`config.mk`:
```
export PLATFORM = sky130hd
export DESIGN_NAME = rmii_read_response_tx
export DESIGN_NICKNAME = d
export VERILOG_FILES = /design/src/rtl/rmii_read_response_tx.sv
export SDC_FILE = /design/constraint.sdc
export NUM_CORES = 1
export LEC_CHECK = 0
export ABC_AREA = 1
export ABC_CLOCK_PERIOD_IN_PS = 3500
export CORE_ASPECT_RATIO = 0.9
export CORE_UTILIZATION = 45
export DETAILED_ROUTE_END_ITERATION = 6
export MAX_ROUTING_LAYER = met4
export SLEW_MARGIN = 15
export SYNTH_ARGS = -nofsm -noshare
export SYNTH_HDL_FRONTEND = slang
export SYNTH_SLANG_ARGS = --single-unit
```
`constraint.sdc`:
```
create_clock -name clk -period 3.5 [get_ports clk]
set_input_delay 0.7 -clock clk [delete_from_list [all_inputs] [get_ports clk]]
set_output_delay 0.7 -clock clk [all_outputs]
set_load 0.05 [all_outputs]
```
`src/rtl/rmii_read_response_tx.sv`:
```
// rmii_read_response_tx: serializes registered bus read responses as minimum-size
// Ethernet II frames (header, 16-bit read data, zero pad, FCS) on the RMII TX pins.
//
// state    | meaning
// IDLE     | no frame; waiting for a read response
// PREAMBLE | 7 x 0x55 then SFD 0xD5 (32 dibits)
// DATA     | DST, SRC, EtherType, rdata, 44-byte pad (240 dibits), CRC accumulates
// FCS      | complemented CRC, LSB first (16 dibits)
// IFG      | inter-frame gap, line quiet (48 cycles)
module rmii_read_response_tx #(
  parameter logic [47:0] DST_MAC   = 48'hFFFF_FFFF_FFFF,
  parameter logic [47:0] SRC_MAC   = 48'h69_69_5A_06_54_91,
  parameter logic [15:0] ETHERTYPE = 16'h88B5
) (
  input  logic        clk,
  input  logic        rst_n,
  input  logic [15:0] rdata_i,
  input  logic        rw_i,
  input  logic        valid_i,
  output logic        txen,
  output logic [1:0]  txd,
  output logic        busy_o,
  output logic        dropped_o
);

  typedef enum logic [2:0] {IDLE, PREAMBLE, DATA, FCS, IFG} state_t;

  localparam logic [8:0]  PRE_LAST  = 9'd31;
  localparam logic [8:0]  DATA_LAST = 9'd239;
  localparam logic [8:0]  FCS_LAST  = 9'd15;
  localparam logic [8:0]  IFG_LAST  = 9'd47;
  localparam logic [31:0] CRC_POLY  = 32'hEDB8_8320;

  state_t       state;
  logic [8:0]   cnt;
  logic [15:0]  active;
  logic [15:0]  pend;
  logic         pend_full;
  logic [31:0]  crc;

  logic         accept;
  logic         ifg_exit;
  logic         on_air;
  logic [8:0]   idx;
  logic [7:0]   cur_byte;
  logic [1:0]   dibit;
  logic [127:0] hdr;

  function automatic logic [31:0] crc_dibit(input logic [31:0] c, input logic [1:0] d);
    logic [31:0] r;
    r = c;
    for (int k = 0; k < 2; k++) begin
      if (r[0] ^ d[k]) r = (r >> 1) ^ CRC_POLY;
      else             r = r >> 1;
    end
    return r;
  endfunction

  always_comb begin
    accept   = valid_i & ~rw_i;
    ifg_exit = (state == IFG) && (cnt == 9'd0);
    on_air   = (state == PREAMBLE) || (state == DATA) || (state == FCS);
    hdr      = {DST_MAC, SRC_MAC, ETHERTYPE, active};
    idx      = 9'd0;
    cur_byte = 8'h00;
    case (state)
      PREAMBLE: begin
        idx      = PRE_LAST - cnt;
        cur_byte = (idx[4:2] == 3'd7) ? 8'hD5 : 8'h55;
      end
      DATA: begin
        idx = DATA_LAST - cnt;
        // first 16 bytes come from the header word, the rest is zero pad
        if (idx[8:6] == 3'd0) cur_byte = hdr[{~idx[5:2], 3'b000} +: 8];
      end
      default: ;
    endcase
    case (idx[1:0])
      2'd0:    dibit = cur_byte[1:0];
      2'd1:    dibit = cur_byte[3:2];
      2'd2:    dibit = cur_byte[5:4];
      default: dibit = cur_byte[7:6];
    endcase
    if (state == FCS) dibit = ~crc[1:0];
  end

  always_ff @(posedge clk or negedge rst_n) begin
    if (!rst_n) begin
      state     <= IDLE;
      cnt       <= 9'd0;
      active    <= 16'h0000;
      pend      <= 16'h0000;
      pend_full <= 1'b0;
      crc       <= 32'hFFFF_FFFF;
      txen      <= 1'b0;
      txd       <= 2'b00;
      busy_o    <= 1'b0;
      dropped_o <= 1'b0;
    end else begin
      txen      <= on_air;
      txd       <= on_air ? dibit : 2'b00;
      dropped_o <= 1'b0;
      if (accept && (state != IDLE) && !ifg_exit) begin
        if (!pend_full) begin
          pend      <= rdata_i;
          pend_full <= 1'b1;
        end else begin
          dropped_o <= 1'b1;
        end
      end
      case (state)
        IDLE: if (accept) begin
          active <= rdata_i;
          crc    <= 32'hFFFF_FFFF;
          cnt    <= PRE_LAST;
          state  <= PREAMBLE;
          busy_o <= 1'b1;
        end
        PREAMBLE: if (cnt == 9'd0) begin
          cnt   <= DATA_LAST;
          state <= DATA;
        end else cnt <= cnt - 9'd1;
        DATA: begin
          crc <= crc_dibit(crc, dibit);
          if (cnt == 9'd0) begin
            cnt   <= FCS_LAST;
            state <= FCS;
          end else cnt <= cnt - 9'd1;
        end
        FCS: begin
          crc <= crc >> 2;
          if (cnt == 9'd0) begin
            cnt   <= IFG_LAST;
            state <= IFG;
          end else cnt <= cnt - 9'd1;
        end
        IFG: begin
          if (cnt != 9'd0) begin
            cnt <= cnt - 9'd1;
          end else if (pend_full) begin
            // promote; a response arriving right now backfills the pending slot
            active    <= pend;
            pend      <= rdata_i;
            pend_full <= accept;
            crc       <= 32'hFFFF_FFFF;
            cnt       <= PRE_LAST;
            state     <= PREAMBLE;
          end else if (accept) begin
            active <= rdata_i;
            crc    <= 32'hFFFF_FFFF;
            cnt    <= PRE_LAST;
            state  <= PREAMBLE;
          end else begin
            state  <= IDLE;
            busy_o <= 1'b0;
          end
        end
        default: state <= IDLE;
      endcase
    end
  end

endmodule

```
Yosys cells after proc, flatten, opt, wreduce, memory -nomap -nowiden. Cells that the tools add are included.

Add/subtract/negate cells: 3. Eq/ne operators: 14. Shift operators: 1. Multiplexer cells: 49. Bitwise gates (word level): 8. Reductions and logical operators: 19.

Operator list (number): $mux 32 (6); $mux 16 (8); $pmux 32 s4 (1); $shiftx 128x8->8 (1); $mux 9 (6); $pmux 9 s5 (1); $pmux 16 s2 (1); $not 13->14 (2); $mux 8 (2); $pmux 8 s2 (1); $mux 3 (5); $pmux 3 s5 (1); $mux 1 (12); $reduce_and 5->1 (2); $logic_not 9->1 (1); $reduce_bool 9->1 (1); $sub 8x9->9 const A (1); $sub 9x1->9 const B (1); $ne 2x2->1 const B (4); $eq 3x2->1 const B (2); $eq 3x3->1 const B (2); $logic_not 3->1 (2); $ne 2x1->1 const B (3); $pmux 2 s3 (1); other kinds (21) (27).

Flip-flop bits (word level): 82.

Logic depth before layout (Yosys ltp). Gate-level depths: netlist of run 1.

Depth in word-level cells: 13. Gate-level depth with buffers: 22.

Least setup slack after synthesis of run 1. No wires, ideal clock.

Path type: reg2reg. Start: register cnt[3]. End: register pend[10]. Arrival time: 2.251 ns. Setup slack: 1.124 ns. Stages on the path, launching flop included: 17. Buffers on the path: 2. Clock period less this slack: 2.376 ns. Cells stage by stage: dfrtp_1 buf_2 inv_2 ha_1 nand3_1 nor3_2 inv_1 nor2_4 inv_2 nor2_4 inv_2 nand2_4 inv_2 a21oi_4 a21oi_4 buf_6 mux2_4.

Word-level cells in the longest chain between the ends: 8. Elaborated cells between the ends (all ways): 9. Classes of those cells: 4 x mux; 5 x reduce/logical.

RTL lines: start: declaration (RTL line 35) `logic [8:0] cnt;`; start signal: assignment (RTL line 122) `end else cnt <= cnt - 9'd1;`; start signal: assignment (RTL line 128) `end else cnt <= cnt - 9'd1;`; start signal: assignment (RTL line 135) `end else cnt <= cnt - 9'd1;`; $logic_not 9->1 (RTL line 61) `ifg_exit = (state == IFG) && (cnt == 9'd0);`; $logic_and 1x1->1 (RTL line 61); $logic_not 1->1 (RTL line 103) `if (accept && (state != IDLE) && !ifg_exit) begin`; $logic_and 1x1->1 (RTL line 103); $mux 16 (RTL line 103); $mux 16 (RTL line 140) `end else if (pend_full) begin`; $mux 16 (RTL line 138) `if (cnt != 9'd0) begin`; $mux 16 (*) (RTL line 111) `case (state)`; end signal: assignment (RTL line 105) `pend <= rdata_i;`; end signal: assignment (RTL line 143) `pend <= rdata_i;`; end: declaration (RTL line 37) `logic [15:0] pend;`.

Mark *: on every way between the ends. The rest lies on a longest branch, timed or not. A chain may end at the register's enable or synchronous reset.

Worst setup path in the final report of run 1.
Start: register cnt[2]. End: register pend[0].

Same word-level chain as after synthesis.

==> run summary, run 1 <==
The worst setup path is launched from a flip-flop. The tools report the largest net degree at the start of global routing as 73. In this run the horizontal extent of the chip is 116 um. The worst setup skew after layout is 0.00708 ns.

The number of global-route vias before repair is 4,497, and the number of vias after detailed routing is 4,798. The number of detailed-route iterations in the first pass came out at 5. Setup violations remaining at the end of the flow were counted as 0. The multiplexer share of the synthesized area was 4.12%. The tools report the total number of H-tree levels as 3. The combinational family with the most area after synthesis is simple AND/OR/NAND/NOR gates. The final wirelength is 13,800 um. Complex-gate fraction of the synthesized area: 18.6%. Of the total power, the share spent switching nets is 48.7%. Summed over all cells, the static leakage comes to 2.75 nW. For this run, the total global-route usage over all layers was measured as 25.4%. Counting I/O delays and the setup requirement, the final critical path takes 3.00 ns. The tools report the number of buffers inserted for hold repair after clock tree synthesis as 0. The HPWL after detailed placement is 9340 um. Routability-driven placement finished with a final weighted congestion of 0.933.

The worst register-to-register path begins at cnt[2]. Of the available clock period, the critical path in the final layout requires 85.6%. Measured along the y axis, the die boundary spans 105 um.

The clock net in this run drives a total of 82 sinks. The setup TNS was 0 ns. The arrival time of the worst setup path is 3.23 ns, and the largest buffer count on any clock path is 2. In this run, placement finished with an instance count of 859.

In this run the post-CTS setup repair buffer count came out at 0. The clock buffer count from CTS was 9; the combinational power share was 56.0%. For the internal cell power, the log shows 3.25 mW.

The final antenna diode count is 0, and the number of distinct library cells after synthesis is 38. The run gives 393 as the iteration-0 DRC count of the detailed router. The share of synthesized cell area in and, or, nand and nor gates is 25.5%. The logs give 37 for the site row count and 0 for the final number of max-transition violations. For the endpoint required time on the critical path, the log shows 3.74 ns. When the netlist entered floorplanning its net count stood at 721. Register bit count reported by yosys: 82. The total overflow left after global routing is 0. After clock tree synthesis, the repair step resized 0 gates. The peak clock frequency supported by timing was 334 MHz; the fraction of layout cells with a size suffix above 1 was 17.1%. The library cell used most frequently in the layout, excluding fill and tap cells, is sky130_fd_sc_hd__nand2_1. Once detail routing completed, the nets flagged for antenna violations numbered 0. The run gives 5280 um2 as the cell area after technology mapping. The final layout contains 740 nets. Maximum net fanout on the critical path: 16.

Leaving out fill and tap cells, the most frequent cells in the layout are sky130_fd_sc_hd__nand2_1 (170), sky130_fd_sc_hd__inv_1 (88), sky130_fd_sc_hd__o21ai_0 (53), sky130_fd_sc_hd__dfrtp_1 (50), sky130_fd_sc_hd__nand3_1 (49). TritonCTS built the clock tree. The min-delay analysis places its worst path in the category reg -> reg. The per-cell routed wire length is 15.8 um. For this design the ratio of total power to cell area is 1060 nW/um2. Max-cap violations in this run came to 0. The number of vias per cell after detailed routing was 5.48.

Setup repair after global routing left no endpoint under its margin. 25 I/O pins were placed. Yosys printed 0 warnings. The area overhead of the layout relative to synthesis works out to 13.0%.

Sequential cells were found to cover 39.6% of the synthesized design area. For the pin with the worst max-slew slack, the measured transition is 0.925 ns. The critical path is of the reg -> reg type. After technology mapping, the gate count stands at 695. For the overall die area, the log shows 12,200 um2.

The net switching component of the power came out at 3.08 mW. For the initial core utilization, the log shows 46.2%. The arithmetic-cell share of the synthesized area counting full adders, half adders and majority gates came out at 1.42%. Of the total power, registers draw 29.3%.

The run gives 0 as the number of DRC violations after detailed routing. The count of placed standard cells in the final layout, fillers left out was 875. The run gives 14.7% as the clock network fraction of total power. The floorplan step defined a core boundary enclosing 11,400 um2. The tools report the wire length of the first global-routing pass as 23,200 um.

The tools report the tightest slew margin relative to the limit as 38.3%. The count of buffers inserted at the top-level ports was 24; the post-route total power was 6.33 mW. The clock latency of the later-clocked register in the worst-skew pair is 0.36 ns, and the clock input transition at the sequential cells of the worst setup and hold paths is 0.07 ns. The origin of the worst min-delay path was crc[25]. The run finished with clean final reports. The xor and xnor area share after synthesis is 0.829%. The kind of end point of the critical path is a flip-flop.

The initial antenna violation count is 0, and the mean area per synthesized cell is 7.60 um2. The worst ir drop on vdd is 0.000436 V. CTS placed an instance of sky130_fd_sc_hd__clkbuf_16 at the clock tree root. The most critical setup path has its startpoint at cnt[2]. The final hold violation count came out at 0.
-- power by group through the flow --
stage | logic, mW | registers [mW] | clock network (mW)
6_report | 3.55 | 1.86 | 0.930
5_1_grt | 4.00 | 1.92 | 0.983
4_1_cts | 3.51 | 1.85 | 0.946
3_5_place_dp | 3.49 | 1.86 | 0
3_3_place_gp | 3.42 | 1.85 | 0
2_1_floorplan | 2.66 | 1.84 | 0
-- path summary, 6_finish.rpt --
path,to,slack [ns],cells after the start
hold / removal,crc[25],0.48,2
min in group asynchronous,cnt[7],0.49,1
max in group asynchronous,crc[12],2.22,2
setup / recovery,pend[0],0.50,15
hold reg to reg,crc[25],0.48,2
setup reg to reg,pend[0],0.50,15
-- synth_stat cells, drive strengths merged --
| cell | n | area [um2] |
|---|---|---|
| xor2 | 4 | 35.0 |
| nand4 | 7 | 43.8 |
| mux2 | 16 | 218 |
| dfstp | 32 | 841 |
| o211ai | 33 | 248 |
| buf | 10 | 68.8 |
| clkbuf | 21 | 78.8 |
| o21ai | 62 | 310 |
| dfrtp | 50 | 1250 |
| o22ai | 7 | 43.8 |
| ha | 6 | 75.1 |
| nand2 | 180 | 716 |
| xnor2 | 1 | 8.76 |
| a211oi | 1 | 7.51 |
| clkinv | 1 | 3.75 |
| inv | 100 | 375 |
| a22oi | 12 | 90.1 |
| o31ai | 9 | 67.6 |
| a31oi | 6 | 37.5 |
| a21boi | 1 | 7.51 |
| nor3 | 5 | 30.0 |
| a21oi | 25 | 151 |
| nor2 | 48 | 228 |
| o311ai | 2 | 17.5 |
| nand3 | 56 | 330 |
-- worst max-delay path, stage by stage (launching register included) --
cell	delay (ns)
sky130_fd_sc_hd__dfrtp_1	0.62
sky130_fd_sc_hd__inv_2	0.14
sky130_fd_sc_hd__ha_1	0.28
sky130_fd_sc_hd__nand3_1	0.17
sky130_fd_sc_hd__nor3_2	0.05
sky130_fd_sc_hd__inv_1	0.11
sky130_fd_sc_hd__nor2_4	0.06
sky130_fd_sc_hd__inv_2	0.13
sky130_fd_sc_hd__nor2_4	0.06
sky130_fd_sc_hd__inv_2	0.11
sky130_fd_sc_hd__nand2_4	0.05
sky130_fd_sc_hd__inv_2	0.21
sky130_fd_sc_hd__a21oi_4	0.10
sky130_fd_sc_hd__a21oi_4	0.11
sky130_fd_sc_hd__buf_4	0.31
sky130_fd_sc_hd__mux2_2	0.38
-- logic make-up (layout without fill, tap and decap cells) --
kind of cell,Yosys count,count (layout)
AOI/OAI and AO/OA,158,158
xor gates and xnor gates,5,5
DFF,82,82
muxes,16,16
buffers and inverters,132,156
and+or+nand+nor,296,296
adders and majority gates,6,6
-- area by class of cell --
cell class | instances | area (um2)
tap | 156 | 195
timing repair buffer | 39 | 350
clock inverter | 7 | 57.6
inverter | 101 | 379
fill | 1085 | 5460
multi-input combinational | 481 | 2670
clock buffer | 9 | 225
sequential | 82 | 2090
-- sequential cells by signal, indices dropped and copies added (netlist names) --
signal,cells
active,16
busy_o,1
cnt,9
crc,32
dropped_o,1
pend,16
pend_full,1
state,3
txd,2
txen,1
-- routing by layer --
metal | wire length, um | up-vias | track usage (%)
met2 | 5850 | 214 | 35.4
met1 | 6690 | 2213 | 37.2
met5 | 0 | - | -
li1 | - | 2348 | -
met4 | 189 | 0 | 6.78
met3 | 1070 | 23 | 5.16
-- per-stage QoR --
stage,instance area [um2],setup WS (ns),hold slack (ns),util [%]
detailed placement,5690,0.548,0.479,49.8
CTS,5970,0.530,0.489,52.2
global placement,5690,0.680,0.469,49.8
finish,5970,0.505,0.484,52.2
floorplan,5280,1.12,0.404,-
global route,5970,0.298,0.509,52.2
No activity file was read; power rests on OpenSTA's default activity.
==> run 2: changes to the inputs <==
Settings changed: ABC_CLOCK_PERIOD_IN_PS 3500 to 3600.
Clock period 3.5 ns to 3.6 ns, I/O delays scaled along.
==> run 2 against run 1 <==
Sequential power decreased by 3%. First-iteration DRC count grew 0.76%. Clock power increased by 1%. Utilization down 0.088 points. Combinational power decreased by 3%. Global-route usage up 0.10 points. Sequential cell count unchanged. Largest power group unchanged.
==> run summary, run 2 (synthesized netlist as in run 1, its figures left out) <==
The tools report the final worst setup slack as 0.399 ns (-0.106 ns). Setup repair after global routing left no endpoint under its margin. The remaining global-route overflow is 0 (unchanged), and the final period demand of the worst path is 3.20 ns (+0.206 ns).

Post-DP HPWL: 9360 um (+0.27%). The tools report the clock latency of the later-clocked register in the worst-skew pair as 0.35 ns (about the same). The number of flip-flops in the largest register was 32 (unchanged). The arrival time of the worst setup path was 3.44 ns (+0.21 ns); the net switching component of the power was 2.99 mW (-3.2%).

The endpoint required time on the critical path was 3.84 ns (+0.10 ns); the number of DRC violations after detailed routing was 0 (unchanged). The number of vias after detailed routing was 4,765 (-0.69%). The endpoint of the worst-slack reg-to-reg timing path is pend[15].

The wire length of the first global-routing pass came out at 23,200 um (about the same). For the initial antenna violation count, the log shows 0 (unchanged). The overall die area came out at 12,200 um2 (unchanged). Share of the clock period used by the worst path: 88.9% (+3.4 points).

The clock buffer count from CTS came out at 9 (unchanged). The critical path is of the reg -> reg type. The number of setup violations in the final report is 0 (unchanged). The post-route total power is 6.20 mW (-2.2%), and the clock input transition at the sequential cells of the worst setup and hold paths is 0.06 ns (about the same). STA classifies the critical path startpoint as a flip-flop. The total global routing track utilization is 25.5% (+0.10 points), and the number of sinks driven by the clock tree is 82 (unchanged).

The fraction of layout cells with a size suffix above 1 is 16.6% (-0.49 points), and the number of placed instances, taps included is 856 (-0.35%). The kind of cell adding the most delay to the critical path was buffers and inverters. The library cell used most frequently in the layout, excluding fill and tap cells, is sky130_fd_sc_hd__nand2_1.

The worst ir drop on vdd was 0.000575 V (+32%); the iteration-0 DRC count of the detailed router was 396 (+0.76%). The placeable core area came out at 11,400 um2 (unchanged). Leaving out fill and tap cells, the most frequent cells in the layout are sky130_fd_sc_hd__nand2_1 (170), sky130_fd_sc_hd__inv_1 (88), sky130_fd_sc_hd__o21ai_0 (53), sky130_fd_sc_hd__dfrtp_1 (50), sky130_fd_sc_hd__nand3_1 (49). The final antenna diode count came out at 0 (unchanged).

The number of violations of the max-capacitance limit is 0 (unchanged), and the count of placed standard cells in the final layout, fillers left out is 872 (-0.34%). Routed length on met1: 6890 um (+3.0%). The register with the most flip-flops is crc. Static power due to leakage: 2.73 nW (-0.84%).

Slew of the pin with the lowest slew margin: 1.05 ns (+0.123 ns). The stage delay of the slowest cell on the critical path came out at 0.61 ns (about the same). The die outline height works out to 105 um (unchanged). The total buffers and inverters traversed by the critical path is 6 (unchanged), and the power density relative to cell area is 1040 nW/um2 (-2.0%). The final weighted congestion in routability-driven placement came out at 0.861 (-7.8%). Tightest slew margin relative to the limit: 30.2% (-8.2 points). The logs give 0 (unchanged) for the number of buffers inserted for hold repair after clock tree synthesis and 29.1% (-0.2 points) for the sequential power share. Maximum net fanout on the critical path: 36 (+20).

The final hold violation count was 0 (unchanged). STA classifies the critical path endpoint as a flip-flop. The per-cell routed wire length works out to 15.8 um (+0.37%). The startpoint identified for the worst register-to-register timing path is cnt[2].

The instance count along the most critical hold path was 2 (unchanged); the site row count was 37 (unchanged). The setup TNS was 0 ns (unchanged); the quantity of gates resized following cts was 0 (unchanged). For the final number of max-transition violations, the log shows 0 (unchanged). The area overhead of the layout relative to synthesis is 12.8%. The final net count is 737 (-0.41%), and the number of vias per cell after detailed routing is 5.46 (-0.35%). For the worst setup skew after layout, the log shows 0.00650 ns (-0.000577 ns). The worst hold margin came out at 0.476 ns (-0.00827 ns). The clock tree root driver cell is sky130_fd_sc_hd__clkbuf_16. The design area is 5960 um2 (-0.17%). The final core utilization came out at 52.1% (-0.088 points).

The setup slack at placement came out at 0.418 ns (-0.130 ns). The number of global-route vias before repair was 4,535 (+0.85%); the total number of H-tree levels was 3 (unchanged). For the combinational power share, the log shows 55.7% (-0.3 points).

The critical path goes through inv_2 -> ha_1 -> nand3_1 -> nor3_2 -> inv_1 -> nor2_4 -> inv_2 -> nor2_4 -> inv_2 -> nand2_4 -> inv_2 -> a21oi_4 -> a21oi_4 -> buf_4 -> mux2_2. For the met2 routed wirelength, the log shows 5750 um (-1.6%). TritonCTS built the clock tree. The floorplan die width was 116 um (unchanged); the final wirelength was 13,800 um (about the same). The largest registers in the layout are crc x32, active x16, pend x16.

The internal cell power came out at 3.21 mW (-1.2%). The most used cell along the critical path was sky130_fd_sc_hd__inv_2. The worst-path cell with the longest stage delay is sky130_fd_sc_hd__dfrtp_1. The tools report the count of buffers added by post-CTS timing repair for setup as 0 (unchanged).

The tools report the largest buffer count on any clock path as 2 (unchanged). The count of buffers inserted at the top-level ports came out at 24 (unchanged). The run finished with clean final reports. The initial core utilization is 46.2% (unchanged).

The worst hold path belongs to the class reg -> reg. The run gives 1,095 (+0.92%) as the fill cell total of the finished layout. The tools report the sum of met3 wire segment lengths after detailed routing as 907 um (-15%). The net switching share of the total power is 48.2% (-0.51 points), and the peak clock frequency supported by timing is 312 MHz (-6.4%). Depth of the most critical reg-to-reg path: 15 (unchanged). The run gives 0.40 ns (-0.11 ns) as the worst setup slack for register-to-register paths. The highest layer touched by signal routing is met4.

The tools report the origin of the worst min-delay path as crc[22]. The worst hold path terminates at crc[22]. For the number of routed nets with antenna violations, the log shows 0 (unchanged). The tools report the number of detailed-route iterations in the first pass as 6 (+1).

The largest net degree at the start of global routing came out at 83 (+14%). The run gives 5670 um2 (-0.40%) as the cell area reported after detailed placement. The logs give 25 (unchanged) for the count of boundary I/O pins and 15.2% (+0.5 points) for the clock network fraction of total power.
[run 2: cell types whose count changed in the layout (fill, tap and decap cells not counted), sizes merged]
| cell | previous run | this run |
|---|---|---|
| buf | 16 | 13 |
| bufinv | 0 | 1 |
| clkbuf | 9 | 10 |
| clkinv | 3 | 2 |
| clkinvlp | 0 | 3 |
| inv | 105 | 101 |
[run 2: power groups by stage]
stage	clock network [mW]	registers, mW	logic [mW]
detailed placement	0	1.81	3.42
floorplan	0	1.78	2.59
global route	1.00	1.86	3.90
finish	0.943	1.80	3.45
global placement	0	1.80	3.36
CTS	0.964	1.80	3.43
[run 2: area by class of cell]
class	instances	area [um2]	area share, %
clock inverters	6	66.3	1.11
inverters	101	379	6.36
clock buffers	10	229	3.84
flip-flops and latches	82	2090	35.1
repair buffers	36	328	5.50
well taps	156	195	3.27
multi-input cells	481	2670	44.8
[run 2: layer usage]
layer | global-route usage, % | vias up
met5 | - | -
met3 | 5.51 | 19
met1 | 37.6 | 2251
met4 | 8.42 | 0
met2 | 34.3 | 152
li1 | - | 2343
[run 2: how the worst max path moves through the flow]
stage                 from  cells past startpoint        to
floorplan           cnt[3]                     16  pend[10]
global placement    cnt[2]                     15  pend[15]
detailed placement  cnt[2]                     15   pend[4]
CTS                 cnt[2]                     15  pend[15]
global route        cnt[2]                     15   pend[4]
finish              cnt[2]                     15  pend[15]
[run 2: worst min-delay path, stage by stage (launching register included)]
cell                      delay (ns)
sky130_fd_sc_hd__dfstp_2        0.38
sky130_fd_sc_hd__nand2_1        0.06
sky130_fd_sc_hd__nand2_1        0.04
